**src/rtl/button_select_latch.sv**
```systemverilog
// ---------------------------------------------------------------------------
// button_select_latch
//   N-button selection latch for the game front end. Each raw button is
//   synchronised, debounced and rising-edge detected. The most recent
//   accepted press becomes the current selection (one-hot and binary index)
//   unless lock is high. A one-cycle strobe flags every selection change.
//
// Ports
//   clk        in   system clock, rising edge
//   rst_n      in   synchronous active-low reset
//   buttons    in   [NUM_BUTTONS] raw asynchronous buttons, active-high
//   lock       in   freezes the selection while high
//   selection  out  [SEL_WIDTH] one-hot current selection
//   sel_index  out  [IDX_WIDTH] binary index of the current selection
//   changed    out  one-cycle pulse when the selection value changes
//   press      out  [NUM_BUTTONS] one-cycle pulse per accepted rising edge
// ---------------------------------------------------------------------------

// Per-button front end: 2-flop synchroniser, debounce counter, rise detect.
// rise_o is combinational from lane registers only; the top registers it.
module btn_lane #(
    parameter int DEBOUNCE_CYCLES = 4
) (
    input  logic clk,
    input  logic rst_n,
    input  logic btn_i,
    output logic rise_o
);
    localparam int CNT_W = (DEBOUNCE_CYCLES > 1) ? $clog2(DEBOUNCE_CYCLES) : 1;
    localparam logic [CNT_W-1:0] CNT_MAX = CNT_W'(DEBOUNCE_CYCLES - 1);

    logic             sync1_q, sync2_q;
    logic [CNT_W-1:0] cnt_q, cnt_d;
    logic             deb_q, deb_d;
    logic             deb_dly_q;

    always_comb begin
        cnt_d = '0;
        deb_d = deb_q;
        if (sync2_q != deb_q) begin
            // The DEBOUNCE_CYCLES-th consecutive differing sample flips the level.
            if (cnt_q == CNT_MAX) begin
                deb_d = sync2_q;
                cnt_d = '0;
            end else begin
                cnt_d = cnt_q + 1'b1;
            end
        end
    end

    always_ff @(posedge clk) begin
        if (!rst_n) begin
            sync1_q   <= 1'b0;
            sync2_q   <= 1'b0;
            cnt_q     <= '0;
            deb_q     <= 1'b0;
            deb_dly_q <= 1'b0;
        end else begin
            sync1_q   <= btn_i;
            sync2_q   <= sync1_q;
            cnt_q     <= cnt_d;
            deb_q     <= deb_d;
            deb_dly_q <= deb_q;
        end
    end

    assign rise_o = deb_q & ~deb_dly_q;
endmodule

module button_select_latch #(
    parameter int NUM_BUTTONS     = 3,
    parameter int DEBOUNCE_CYCLES = 4,
    parameter int SEL_WIDTH       = 4,
    parameter int IDX_WIDTH       = 2,
    parameter int RESET_SEL       = 0
) (
    input  logic                   clk,
    input  logic                   rst_n,
    input  logic [NUM_BUTTONS-1:0] buttons,
    input  logic                   lock,
    output logic [SEL_WIDTH-1:0]   selection,
    output logic [IDX_WIDTH-1:0]   sel_index,
    output logic                   changed,
    output logic [NUM_BUTTONS-1:0] press
);
    localparam logic [SEL_WIDTH-1:0] SEL_RST = SEL_WIDTH'(1) << RESET_SEL;
    localparam logic [IDX_WIDTH-1:0] IDX_RST = IDX_WIDTH'(RESET_SEL);

    logic [NUM_BUTTONS-1:0] rise;
    logic                   cand_vld;
    logic [IDX_WIDTH-1:0]   cand_idx;

    logic [SEL_WIDTH-1:0]   sel_q, sel_d;
    logic [IDX_WIDTH-1:0]   idx_q, idx_d;
    logic                   chg_q, chg_d;
    logic [NUM_BUTTONS-1:0] press_q;

    for (genvar g = 0; g < NUM_BUTTONS; g++) begin : g_lane
        btn_lane #(.DEBOUNCE_CYCLES(DEBOUNCE_CYCLES)) u_lane (
            .clk    (clk),
            .rst_n  (rst_n),
            .btn_i  (buttons[g]),
            .rise_o (rise[g])
        );
    end

    // Lowest index wins: scan downward so the last hit is the smallest.
    always_comb begin
        cand_vld = 1'b0;
        cand_idx = '0;
        for (int i = NUM_BUTTONS - 1; i >= 0; i--) begin
            if (rise[i]) begin
                cand_vld = 1'b1;
                cand_idx = IDX_WIDTH'(i);
            end
        end
    end

    // Presses seen while locked are dropped, never queued.
    always_comb begin
        sel_d = sel_q;
        idx_d = idx_q;
        chg_d = 1'b0;
        if (cand_vld && !lock && (cand_idx != idx_q)) begin
            sel_d = SEL_WIDTH'(1) << cand_idx;
            idx_d = cand_idx;
            chg_d = 1'b1;
        end
    end

    always_ff @(posedge clk) begin
        if (!rst_n) begin
            sel_q   <= SEL_RST;
            idx_q   <= IDX_RST;
            chg_q   <= 1'b0;
            press_q <= '0;
        end else begin
            sel_q   <= sel_d;
            idx_q   <= idx_d;
            chg_q   <= chg_d;
            press_q <= rise;
        end
    end

    assign selection = sel_q;
    assign sel_index = idx_q;
    assign changed   = chg_q;
    assign press     = press_q;
endmodule
```
**config.mk**
```make
export PLATFORM = sky130hd
export DESIGN_NAME = button_select_latch
export DESIGN_NICKNAME = d
export VERILOG_FILES = /design/src/rtl/button_select_latch.sv
export SDC_FILE = /design/constraint.sdc
export NUM_CORES = 1
export LEC_CHECK = 0
export ABC_AREA = 1
export CORE_AREA = 2 2 54 46
export CTS_CLUSTER_DIAMETER = 60
export DETAILED_ROUTE_END_ITERATION = 7
export DIE_AREA = 0 0 56 48
export GPL_TIMING_DRIVEN = 1
export PLACE_DENSITY_LB_ADDON = 0.08
export SLEW_MARGIN = 25
export SYNTH_ARGS = -nofsm -noshare
export SYNTH_HDL_FRONTEND = slang
export SYNTH_SLANG_ARGS = --single-unit
```
**constraint.sdc**
```tcl
create_clock -name clk -period 2.95 [get_ports clk]
set_clock_uncertainty 0.15 [all_clocks]
set_input_delay 0.59 -clock clk [delete_from_list [all_inputs] [get_ports clk]]
set_output_delay 0.59 -clock clk [all_outputs]
set_load 0.05 [all_outputs]
```
-- Word level (Yosys, flattened, before mapping)
Index checks and enable logic that the tools add are counted.
- logic and storage cells: 56
- register bits: 28
- add/sub/neg operators: 3
- reduce and logical (&&, ||, !) cells: 9
- shift-type cells: 1
- bitwise gates (word level): 10
- equal/unequal tests: 7
- muxes and demuxes: 7
- operator list (operator ; number):
    OR reduction 3 bit ; 3
    inverter 1 bit ; 7
    adder 2 x 1 -> 2 bit (second input constant) ; 3
    equality test 2 bit (second input constant) ; 3
    2-to-1 mux 2 bit ; 3
    AND reduction 2 bit ; 3
    2-to-1 mux 1 bit ; 4
    << shifter 1 x 2 -> 4 bit (first input constant) ; 1
    AND 1 bit ; 3
    inequality test 1 bit ; 3
    logical AND 1 bit ; 2
    inequality test 2 bit ; 1
    zero test 1 bit ; 1

-- Depth between registers and ports, before layout
- depth after elaboration: 8
- mapped depth: 10
- depth with buffers taken out: 10

-- Modules after synthesis
A second synthesis with hierarchy kept.
- cells, all modules: 129
- area, all modules: 1059.8 um^2
- modules (own cells, without submodules) (module ; times used ; area an instance (um^2) ; cells an instance ; seq. area each (um^2)):
    btn_lane ; 3 ; 215.2 ; 26 ; 120.1
    button_select_latch ; 1 ; 414.1 ; 51 ; 200.2

-- Worst setup path after synthesis
OpenSTA, ideal clock, no wires.
- path type: reg2reg
- from: register idx_q[0] (netlist: sel_index[0])
- to: register idx_q[0] (netlist: sel_index[0])
- path buffers: 0
- stages on the path, launching flop included: 8
- clock period less this slack: 1476 ps
- setup slack: 1474 ps
- arrival time: 1213 ps
- path through: dfxtp_1 nand3_1 nand2_2 nand3_4 nand2_4 inv_2 nor2_1 nor2_1
- word-level cells in the longest chain between the ends: 2
- RTL lines (item ; RTL line ; source):
    from (decl) ; 94 ; logic [IDX_WIDTH-1:0] idx_q, idx_d;
    from (signal assigned) ; 139 ; idx_q <= idx_d;
    inequality test 2 bit ; 124 ; if (cand_vld && !lock && (cand_idx != idx_q)) begin
    logical AND 1 bit ; 124 ;
Every way passes these cells.
A chain may end at the register's enable or synchronous reset.

-- Worst setup path after layout
- from: register idx_q[1] (netlist: sel_index[1])
- to: output port sel_index[1]
- RTL lines (item ; RTL line ; source):
    to (decl) ; 82 ; output logic [IDX_WIDTH-1:0] sel_index,
No word-level cell between the ends.

==> results.json <==
{
  "cp-start-kind": "flip-flop",
  "netlist_area_um2": 1030,
  "drtIter0Drc": 4,
  "crit_buf_inv": 1,
  "slew_headroom": 0.593,
  "setup_tns_ps": 0,
  "status": "completed",
  "die_x_um": 56,
  "clock_sinks": 28,
  "yosysTopAreaCell": "dfxtp_1",
  "crit_family": "buffers and inverters",
  "start_util": 0.489,
  "layout_common_cells": "28 x dfxtp_1, 22 x inv_1, 16 x nand2_1",
  "fp.dieH_um": 48,
  "worstPathMaxFanout": 4,
  "worst_slew_pin_slew_ps": 609,
  "ys_top_cells_by_area": "dfxtp_1 55%, inv_1 8.0%, nand2_1 5.8%",
  "pwr_density_cell_nw_per_um2": 521,
  "synth_seq_area_share": 0.546,
  "cts_tree": "yes",
  "die_area_um2": 2690,
  "drt_wl_total_um": 1580,
  "crit_chain": "clkdlybuf4s50_1",
  "antenna_found_initial": 0,
  "finalHoldViolations": 0,
  "grt_pass1_vias": 680,
  "io_buffers": 15,
  "gp_congestion": 0.795,
  "drtAntennaViolNets": 0,
  "hold_ws_ps": 268,
  "vias": 762,
  "period_needed_ps": 2340,
  "diodes": 0,
  "final_util": 0.596,
  "grtUsageTotal": 0.135,
  "root_buffer": "clkbuf_4",
  "worstPathArrival_ps": 1600,
  "pre_cts_ws_ps": 901,
  "fin_area_um2": 1250,
  "peakVddDrop_uv": 401,
  "final_cells": 162,
  "min_period_over_period": 0.792,
  "layout.nets": 147,
  "crit_type": "reg -> out",
  "maxCapViolations": 0,
  "fp.coreArea_um2": 2100,
  "final_common_cell": "dfxtp_1",
  "routedWlPerCell_um": 9.73,
  "worstHoldPathCells": 1,
  "cts_resized": 0,
  "vias_per_cell": 4.70,
  "place_area_um2": 1200,
  "r2r_setup_slack_ps": 1530,
  "crit_required_ps": 2210,
  "ctsHtreeMaxLevel": 1,
  "setup_viol_count_final": 0,
  "cpPeakStageDelay_ps": 830,
  "clock_path_buffers": 2,
  "grt-ovfl-total": 0,
  "maxClockFrequency_ghz": 0.428,
  "rsz0062_at_grt": "no",
  "cts_setup_buffers": 0,
  "p_leak_nw": 0.607,
  "dpl.hpwl_um": 1140,
  "final_layout_size_suffix_gt1_frac": 0.124,
  "hold_end": "press[0]$_SDFF_PN0_",
  "multi_input_area_um2": 364,
  "finalMaxSlewViolations": 0,
  "synth.distinct_cells": 19,
  "clock_latency_ps": 330,
  "cts_buffers": 3,
  "yosysTopAreaCellShare": 0.546,
  "avgSynthCellArea_um2": 8.56,
  "top_level_ports": 16,
  "timing.rr.end": "selection[1]$_SDFFE_PN0P_",
  "ys_ff_latch": 28,
  "synth.net_count": 129,
  "synthCells": 120,
  "postCtsHoldBufs": 0,
  "yosysWarnings": 0,
  "ff_latch_area_um2": 561,
  "holdCritPathClass": "reg -> reg",
  "endpoint_kind": "primary output",
  "clkSlewWorstSetupHoldPaths_ps": 150,
  "r2r_cells": 9,
  "first_pass_iters": 4,
  "hp-start": "g_lane[0].u_lane.deb_dly_q$_SDFF_PN0_",
  "grt_pass1_wl_um": 2730,
  "r2r_start": "g_lane[1].u_lane.deb_q$_SDFFE_PN0P_",
  "finalWorstSetupSlack_ps": 615,
  "fillCellCount": 196,
  "finalPower_mw": 0.652,
  "place_inst": 158,
  "cp_slowest_cell": "clkdlybuf4s50_1",
  "row_count": 15,
  "grt_start_max_net_pins": 20,
  "drcViolationCount": 0,
  "areaGrowthSynthToFinish_pct": 21.9
}
==> power by group <==
part	switching, mW	total, mW	internal (mW)
sequential	0.00239	0.386	0.383
clock	0.112	0.249	0.137
combinational	0.00842	0.0174	0.00896
==> synth_stat cells <==
master,number
a21oi_1,8
o21bai_1,1
nand3_1,4
nand2_2,5
nor2_4,2
o21ai_0,3
ha_1,3
nand3_2,1
nand2_1,16
inv_2,3
nand3_4,1
o211ai_1,3
buf_2,1
nand2_4,1
buf_1,1
dfxtp_1,28
inv_1,22
nand4_1,2
nor2_1,15
==> worst max path at each step <==
stage	from	endpoint	slack [ps]	cells after the start
final	sel_index[1]$_SDFFE_PN0P_	sel_index[1]	610	1
after global routing	sel_index[1]$_SDFFE_PN0P_	sel_index[1]	570	1
after CTS	sel_index[1]$_SDFFE_PN0P_	sel_index[1]	600	1
after detailed placement	rst_n	g_lane[1].u_lane.cnt_q[1]$_SDFF_PP0_	900	3
after global placement	rst_n	selection[2]$_SDFFE_PN0P_	970	3
after floorplan	sel_index[0]$_SDFFE_PN0P_	sel_index[0]$_SDFFE_PN0P_	1470	7
==> routing by layer <==
metal / global-route usage / vias up / part of all wire
met2: 0.235 / 13 / 0.46
met5: 0 / - / 0
met4: 0.0571 / 0 / 0.015
li1: - / 404 / -
met1: 0.151 / 340 / 0.47
met3: 0.0595 / 5 / 0.051
==> sequential cells by signal, summed over array words and instances, names as in the netlist <==
name,count
g_lane.u_lane.sync2_q,3
g_lane.u_lane.deb_q,3
press,3
sel_index,2
g_lane.u_lane.cnt_q,6
selection,4
g_lane.u_lane.deb_dly_q,3
g_lane.u_lane.sync1_q,3
changed,1
==> cell type report <==
cell class,count,share of cell area
timing repair buffer,15,0.120
inverter,25,0.0749
multi-input combinational,65,0.291
clock buffer,3,0.0180
clock inverter,1,0.0240
tap,25,0.0250
sequential,28,0.448
==> cell families (layout without fill, tap and decap cells) <==
family                   count (synthesis)  after routing  synth area share
AND/OR/NAND/NOR                         47             47             0.235
adder cells (fa/ha/maj)                  3              3            0.0365
buffers and inverters                   27             44            0.0999
flip-flops                              28             28             0.546
AO/OA/AOI/OAI                           15             15            0.0828
(Power assumes the default switching activity.)
